**config.mk**
```make
export PLATFORM = sky130hd
export DESIGN_NAME = interface_tx_arbiter_2to1
export DESIGN_NICKNAME = d
export VERILOG_FILES = /design/src/rtl/interface_tx_arbiter_2to1.sv
export SDC_FILE = /design/constraint.sdc
export NUM_CORES = 1
export LEC_CHECK = 0
export ABC_CLOCK_PERIOD_IN_PS = 1800
export CAP_MARGIN = 5
export CORE_ASPECT_RATIO = 1.2
export CORE_MARGIN = 10
export CORE_UTILIZATION = 45
export CTS_BUF_LIST = sky130_fd_sc_hd__clkbuf_8
export CTS_CLUSTER_SIZE = 25
export DETAILED_ROUTE_END_ITERATION = 6
export DONT_BUFFER_PORTS = 1
export GPL_ROUTABILITY_DRIVEN = 1
export SLEW_MARGIN = 30
export SYNTH_ARGS = -nofsm -noshare
export SYNTH_HDL_FRONTEND = slang
export SYNTH_SLANG_ARGS = --single-unit
```
**constraint.sdc**
```tcl
create_clock -name i_clk -period 1.8 [get_ports i_clk]
set_input_delay 0.45 -clock i_clk [delete_from_list [all_inputs] [get_ports i_clk]]
set_output_delay 0.45 -clock i_clk [all_outputs]
set_load 0.01 [all_outputs]
```
**src/rtl/interface_tx_arbiter_2to1.sv**
```systemverilog
// interface_tx_arbiter_2to1
// Frame-aware 2:1 arbiter in front of the 1G MAC transmit path. One source owns the
// 8-bit transmit byte stream per frame, chosen by request/grant with round-robin tie-break.
// The owner's bytes are forwarded through one register stage, and an inter-frame gap is
// enforced before re-arbitrating.
//
// Ports:
//   i_clk, i_rst_n                       clock, asynchronous active-low reset
//   i_req_ctrl / o_gnt_ctrl              control source request / grant
//   iv_data_ctrl, i_data_wr_ctrl         control source byte and byte valid
//   i_req_network / o_gnt_network        network source request / grant
//   iv_data_network, i_data_wr_network   network source byte and byte valid
//   ov_data, o_data_wr                   forwarded byte and valid (one cycle behind owner)
//   o_interface_type                     current/last owner: 0 network, 1 ctrl
//   o_timeout_pulse                      one-cycle pulse when a grant is revoked by start timeout
module interface_tx_arbiter_2to1 #(
  parameter int unsigned IFG_CYCLES    = 12,
  parameter int unsigned START_TIMEOUT = 64
) (
  input  logic       i_clk,
  input  logic       i_rst_n,
  input  logic       i_req_ctrl,
  output logic       o_gnt_ctrl,
  input  logic [7:0] iv_data_ctrl,
  input  logic       i_data_wr_ctrl,
  input  logic       i_req_network,
  output logic       o_gnt_network,
  input  logic [7:0] iv_data_network,
  input  logic       i_data_wr_network,
  output logic [7:0] ov_data,
  output logic       o_data_wr,
  output logic       o_interface_type,
  output logic       o_timeout_pulse
);

  localparam logic [1:0] StIdle      = 2'd0;
  localparam logic [1:0] StWaitStart = 2'd1;
  localparam logic [1:0] StXfer      = 2'd2;
  localparam logic [1:0] StIfg       = 2'd3;

  localparam int unsigned CntMax = (IFG_CYCLES > START_TIMEOUT) ? IFG_CYCLES : START_TIMEOUT;
  localparam int unsigned CntW   = $clog2(CntMax + 1);
  localparam logic [CntW-1:0] ToLast  = CntW'(START_TIMEOUT - 1);
  localparam logic [CntW-1:0] IfgLast = CntW'(IFG_CYCLES - 1);

  logic [1:0]      state_q, state_d;
  logic [CntW-1:0] cnt_q, cnt_d;
  logic            owner_q, owner_d;   // 1 = ctrl, 0 = network
  logic            last_q, last_d;     // owner of the last completed or timed-out grant
  logic            gnt_ctrl_q, gnt_ctrl_d;
  logic            gnt_network_q, gnt_network_d;
  logic [7:0]      data_q, data_d;
  logic            data_wr_q, data_wr_d;
  logic            timeout_q, timeout_d;

  logic            own_req, own_wr, fwd;
  logic [7:0]      own_data;

  // Only the owner's signals are ever looked at; the other source is invisible.
  assign own_req  = owner_q ? i_req_ctrl     : i_req_network;
  assign own_wr   = owner_q ? i_data_wr_ctrl : i_data_wr_network;
  assign own_data = owner_q ? iv_data_ctrl   : iv_data_network;
  assign fwd      = (state_q == StWaitStart) || (state_q == StXfer);

  always_comb begin
    state_d       = state_q;
    cnt_d         = cnt_q;
    owner_d       = owner_q;
    last_d        = last_q;
    gnt_ctrl_d    = gnt_ctrl_q;
    gnt_network_d = gnt_network_q;
    timeout_d     = 1'b0;
    data_d        = fwd ? own_data : 8'h00;
    data_wr_d     = fwd & own_wr;

    case (state_q)
      StIdle: begin
        if (i_req_ctrl || i_req_network) begin
          // A tie goes to whichever source did not own the stream last.
          owner_d       = (i_req_ctrl && i_req_network) ? ~last_q : i_req_ctrl;
          gnt_ctrl_d    = owner_d;
          gnt_network_d = ~owner_d;
          cnt_d         = '0;
          state_d       = StWaitStart;
        end
      end
      StWaitStart: begin
        cnt_d = cnt_q + CntW'(1);
        if (own_wr) begin
          state_d = StXfer;
        end else if (!own_req) begin
          // Withdrawn before starting: not counted as a turn for round-robin.
          gnt_ctrl_d    = 1'b0;
          gnt_network_d = 1'b0;
          state_d       = StIdle;
        end else if (cnt_q == ToLast) begin
          gnt_ctrl_d    = 1'b0;
          gnt_network_d = 1'b0;
          timeout_d     = 1'b1;
          last_d        = owner_q;
          state_d       = StIdle;
        end
      end
      StXfer: begin
        // Frames must be contiguous: the first idle cycle ends the frame.
        if (!own_wr) begin
          gnt_ctrl_d    = 1'b0;
          gnt_network_d = 1'b0;
          last_d        = owner_q;
          cnt_d         = '0;
          state_d       = StIfg;
        end
      end
      StIfg: begin
        if (cnt_q == IfgLast) begin
          state_d = StIdle;
        end else begin
          cnt_d = cnt_q + CntW'(1);
        end
      end
      default: state_d = StIdle;
    endcase
  end

  always_ff @(posedge i_clk or negedge i_rst_n) begin
    if (!i_rst_n) begin
      state_q       <= StIdle;
      cnt_q         <= '0;
      owner_q       <= 1'b1;
      last_q        <= 1'b1;
      gnt_ctrl_q    <= 1'b0;
      gnt_network_q <= 1'b0;
      data_q        <= 8'h00;
      data_wr_q     <= 1'b0;
      timeout_q     <= 1'b0;
    end else begin
      state_q       <= state_d;
      cnt_q         <= cnt_d;
      owner_q       <= owner_d;
      last_q        <= last_d;
      gnt_ctrl_q    <= gnt_ctrl_d;
      gnt_network_q <= gnt_network_d;
      data_q        <= data_d;
      data_wr_q     <= data_wr_d;
      timeout_q     <= timeout_d;
    end
  end

  assign o_gnt_ctrl       = gnt_ctrl_q;
  assign o_gnt_network    = gnt_network_q;
  assign ov_data          = data_q;
  assign o_data_wr        = data_wr_q;
  assign o_interface_type = owner_q;
  assign o_timeout_pulse  = timeout_q;

endmodule

```
==> impl_results.md <==
- Status: finished, final reports clean
- CP Launch Type: flop
- Top FF cell, synth: dfrtp_1
- # fillers: 227
- Floorplan Core Area: 0.00260 mm2
- Internal power: 1.42 mW
- Starting Density: 0.480
- Share of power burned in combinational logic: 0.495
- CTS clk-pin slew, worst paths: ~0.080 ns
- Type of the most critical hold path: input port to async pin
- Max Slew Vio Count: 0
- Rows: 20
- Placed insts: around 160
- Critical-path cell list: mux2_4, a21o_4, or4_1, a21oi_2
- Vias: 1,007
- GRT Util Overall: 0.120
- Drt drc: 0
- Crit-path max FO: 6
- Final ANT Viol Nets: 0
- Slew headroom: 0.695
- Hold Fails Final Rpt: 0
- Setup slack at placement: -0.0350 ns
- GRT overflow: 0
- # IOs: 35
- Antenna violations before repair: 0
- Nets: 167
- TritonCTS clock tree: yes
- PwrDens: approximately 1500 mW/mm2
- Worst skew pair latency: roughly 0.27 ns
- Crit path kind: flop to flop
- Count of different cell masters after synthesis: 34
- Buf/Inv on CP: 0
- Final std cells w/o fill: 171
- Reg power frac: 0.368
- CTS root buffer: clkbuf_8
- Die Span Y: 77.7 um
- Synth Instances: 116
- Final core occ: 0.584
- H-Tree Depth: 1
- Slowest Stage Delay on Critical Path: 0.56 ns
- RSZ-0062 raised after global routing: true
- # clock sinks: 23
- Synth Area per Inst: 10.8 um2
- Mapped cell area: 0.00125 mm2
- Number of max-cap violations: 0
- Number of DRC markers in iteration 0: 45
- Setup TNS: 0 ns
- Ys Warns: 0
- DRT Wirelength: between 3 and 4 mm
- Share of the clock period used by the worst path: 0.992
- Die W: between 60 and 70 um
- Post-DP HPWL: around 2.3 mm
- Worst Path Required: approximately 2.0 ns
- Global-route wire length before repair: 4.94 mm
- Clock Power Share: 0.137
- Port bufs: 0
- Detailed-route wire length per cell: 17.9 um
- First drt pass iteration count: 4
- Clock Tree Buf Depth: 2
- EDFF count, synth: 0
- CP arrival: 2.00 ns
- Worst-margin pin slew: 0.457 ns
- Num CTS Buffers: 3
- Reg-to-reg slack, setup: 0.01 ns
- Layout cells sized above 1: 0.304
- Register bit count reported by yosys: 23
- RePlAce Congestion: 0.794
- Largest net degree at the start of global routing: 22
- Worst Skew: 0.00669 ns
- Psw: 0.886 mW
- # diodes: 0
- Fin worst setup slack: 0.0138 ns
- Vias/cell: 5.89
- Async SR Flop Fraction: 1.00
- Sw Ratio: 0.384
- Sequential area share after synthesis: 0.462
- Vias in the first global route: 1,094
- Slowest stage cell on the critical path: dfstp_2
- Worst VDD drop: just under 900 uV
- Mapped Nets: ~140
- Final setup fails: 0
- Max Freq: 0.560 GHz
- Pleak: roughly 0.71 nW
- Min Clock Period, post-route: 1.79 ns
- Total power draw: about 2.3 mW
- Area grow syn2layout: 21.6%
- CP Capture Type: flop
- CP top delay family: flip-flops
- Die ar.: 0.00529 mm2
[what timing repair did]
action | in CTS | in global routing
gates resized for setup | 2 | 12
hold buffers | 1 | 1
setup buffers | 1 | 1
hold endpoints to repair | 21 | 2
endpoints found under the setup margin | 5 | 9
cloned | 0 | 1
[power by group through the flow]
| stage | registers, mW | clock network (mW) | logic [mW] |
|---|---|---|---|
| 2_1_floorplan | 0.846 | 0 | 0.702 |
| 3_3_place_gp | 0.861 | 0 | 1.00 |
| 3_5_place_dp | 0.862 | 0 | 1.03 |
| 4_1_cts | 0.856 | 0.326 | 1.06 |
| 5_1_grt | 0.874 | 0.354 | 1.28 |
| 6_report | 0.849 | 0.316 | 1.14 |
[final timing paths]
kind,from,to,cells after the start
min,i_rst_n,cnt_q[5],1
max,o_interface_type,cnt_q[5],4
max in group asynchronous,i_rst_n,o_interface_type,1
max reg2reg,o_interface_type,cnt_q[5],4
min reg2reg,o_gnt_network,o_gnt_network,1
min in group i_clk,iv_data_network[1],ov_data[1],2
[layout by cell type, fill, tap and decap left out, drive strengths merged, types with 4 or more instances in the layout]
cell type,instances
or4,5
buf,19
mux2,5
nand2,4
dfrtp,21
ha,6
nor2,14
o31ai,5
inv,8
mux2i,11
a21oi,6
[logic make-up after synthesis]
logic type	synth area share
compound gates	0.123
fa+ha+maj	0.0601
buf+inv	0.0450
flops	0.462
mux	0.136
simple gates	0.173
[synthesized netlist by cell type, types with 2 or more instances]
cell type  count  area share
a21oi_1        6       0.024
and2_1         2       0.010
buf_6          2       0.018
dfrtp_1       21        0.42
dfstp_2        2       0.042
ha_1           6       0.060
inv_1          7       0.021
mux2_2         3       0.027
mux2i_1       11       0.088
nand2_1        4       0.012
nand3_1        3       0.012
nand4_1        3       0.015
nor2_1        14       0.042
nor3b_1        2       0.012
o2111ai_1      2       0.014
o21ai_0        2      0.0080
o31ai_1        5       0.030
or4_1          5       0.030
[through the flow]
stage	hold slack (ns)	instance area [um2]
3_5_place_dp	0.155	1390
4_1_cts	0.00591	1460
5_1_grt	0.140	1520
6_report	0.116	1520
3_3_place_gp	0.155	1390
2_1_floorplan	0.154	1250
[worst register-to-register path, stage by stage, from the launching register on]
cell,delay (ns)
dfstp_2,0.56
mux2_4,0.33
a21o_4,0.23
or4_1,0.49
a21oi_2,0.12
[area by class of cell]
| type | count | area, um2 | share of cell area |
|---|---|---|---|
| clock inverter | 1 | 3.75 | 0.00247 |
| clock buffer | 3 | 41.3 | 0.0272 |
| inverter | 8 | 30.0 | 0.0198 |
| timing repair buffer | 20 | 150 | 0.0988 |
| sequential | 23 | 578 | 0.380 |
| tap | 33 | 41.3 | 0.0272 |
| multi-input combinational | 83 | 676 | 0.444 |
[state kept, by name (all words and copies together), names as in the netlist, named ones only]
signal	count
o_gnt_network	1
ov_data	8
state_q	1
o_timeout_pulse	1
o_data_wr	1
last_q	1
cnt_q	7
o_gnt_ctrl	1
o_interface_type	1
[routing by layer]
metal  track usage  vias up  routed length, um
li1              -      468                  -
met1         0.110      507               1070
met2         0.216       27               1690
met3        0.0532        5                229
met4        0.0544        0                 59
met5             0        -                  0
Power figures use the tool's default switching activity.
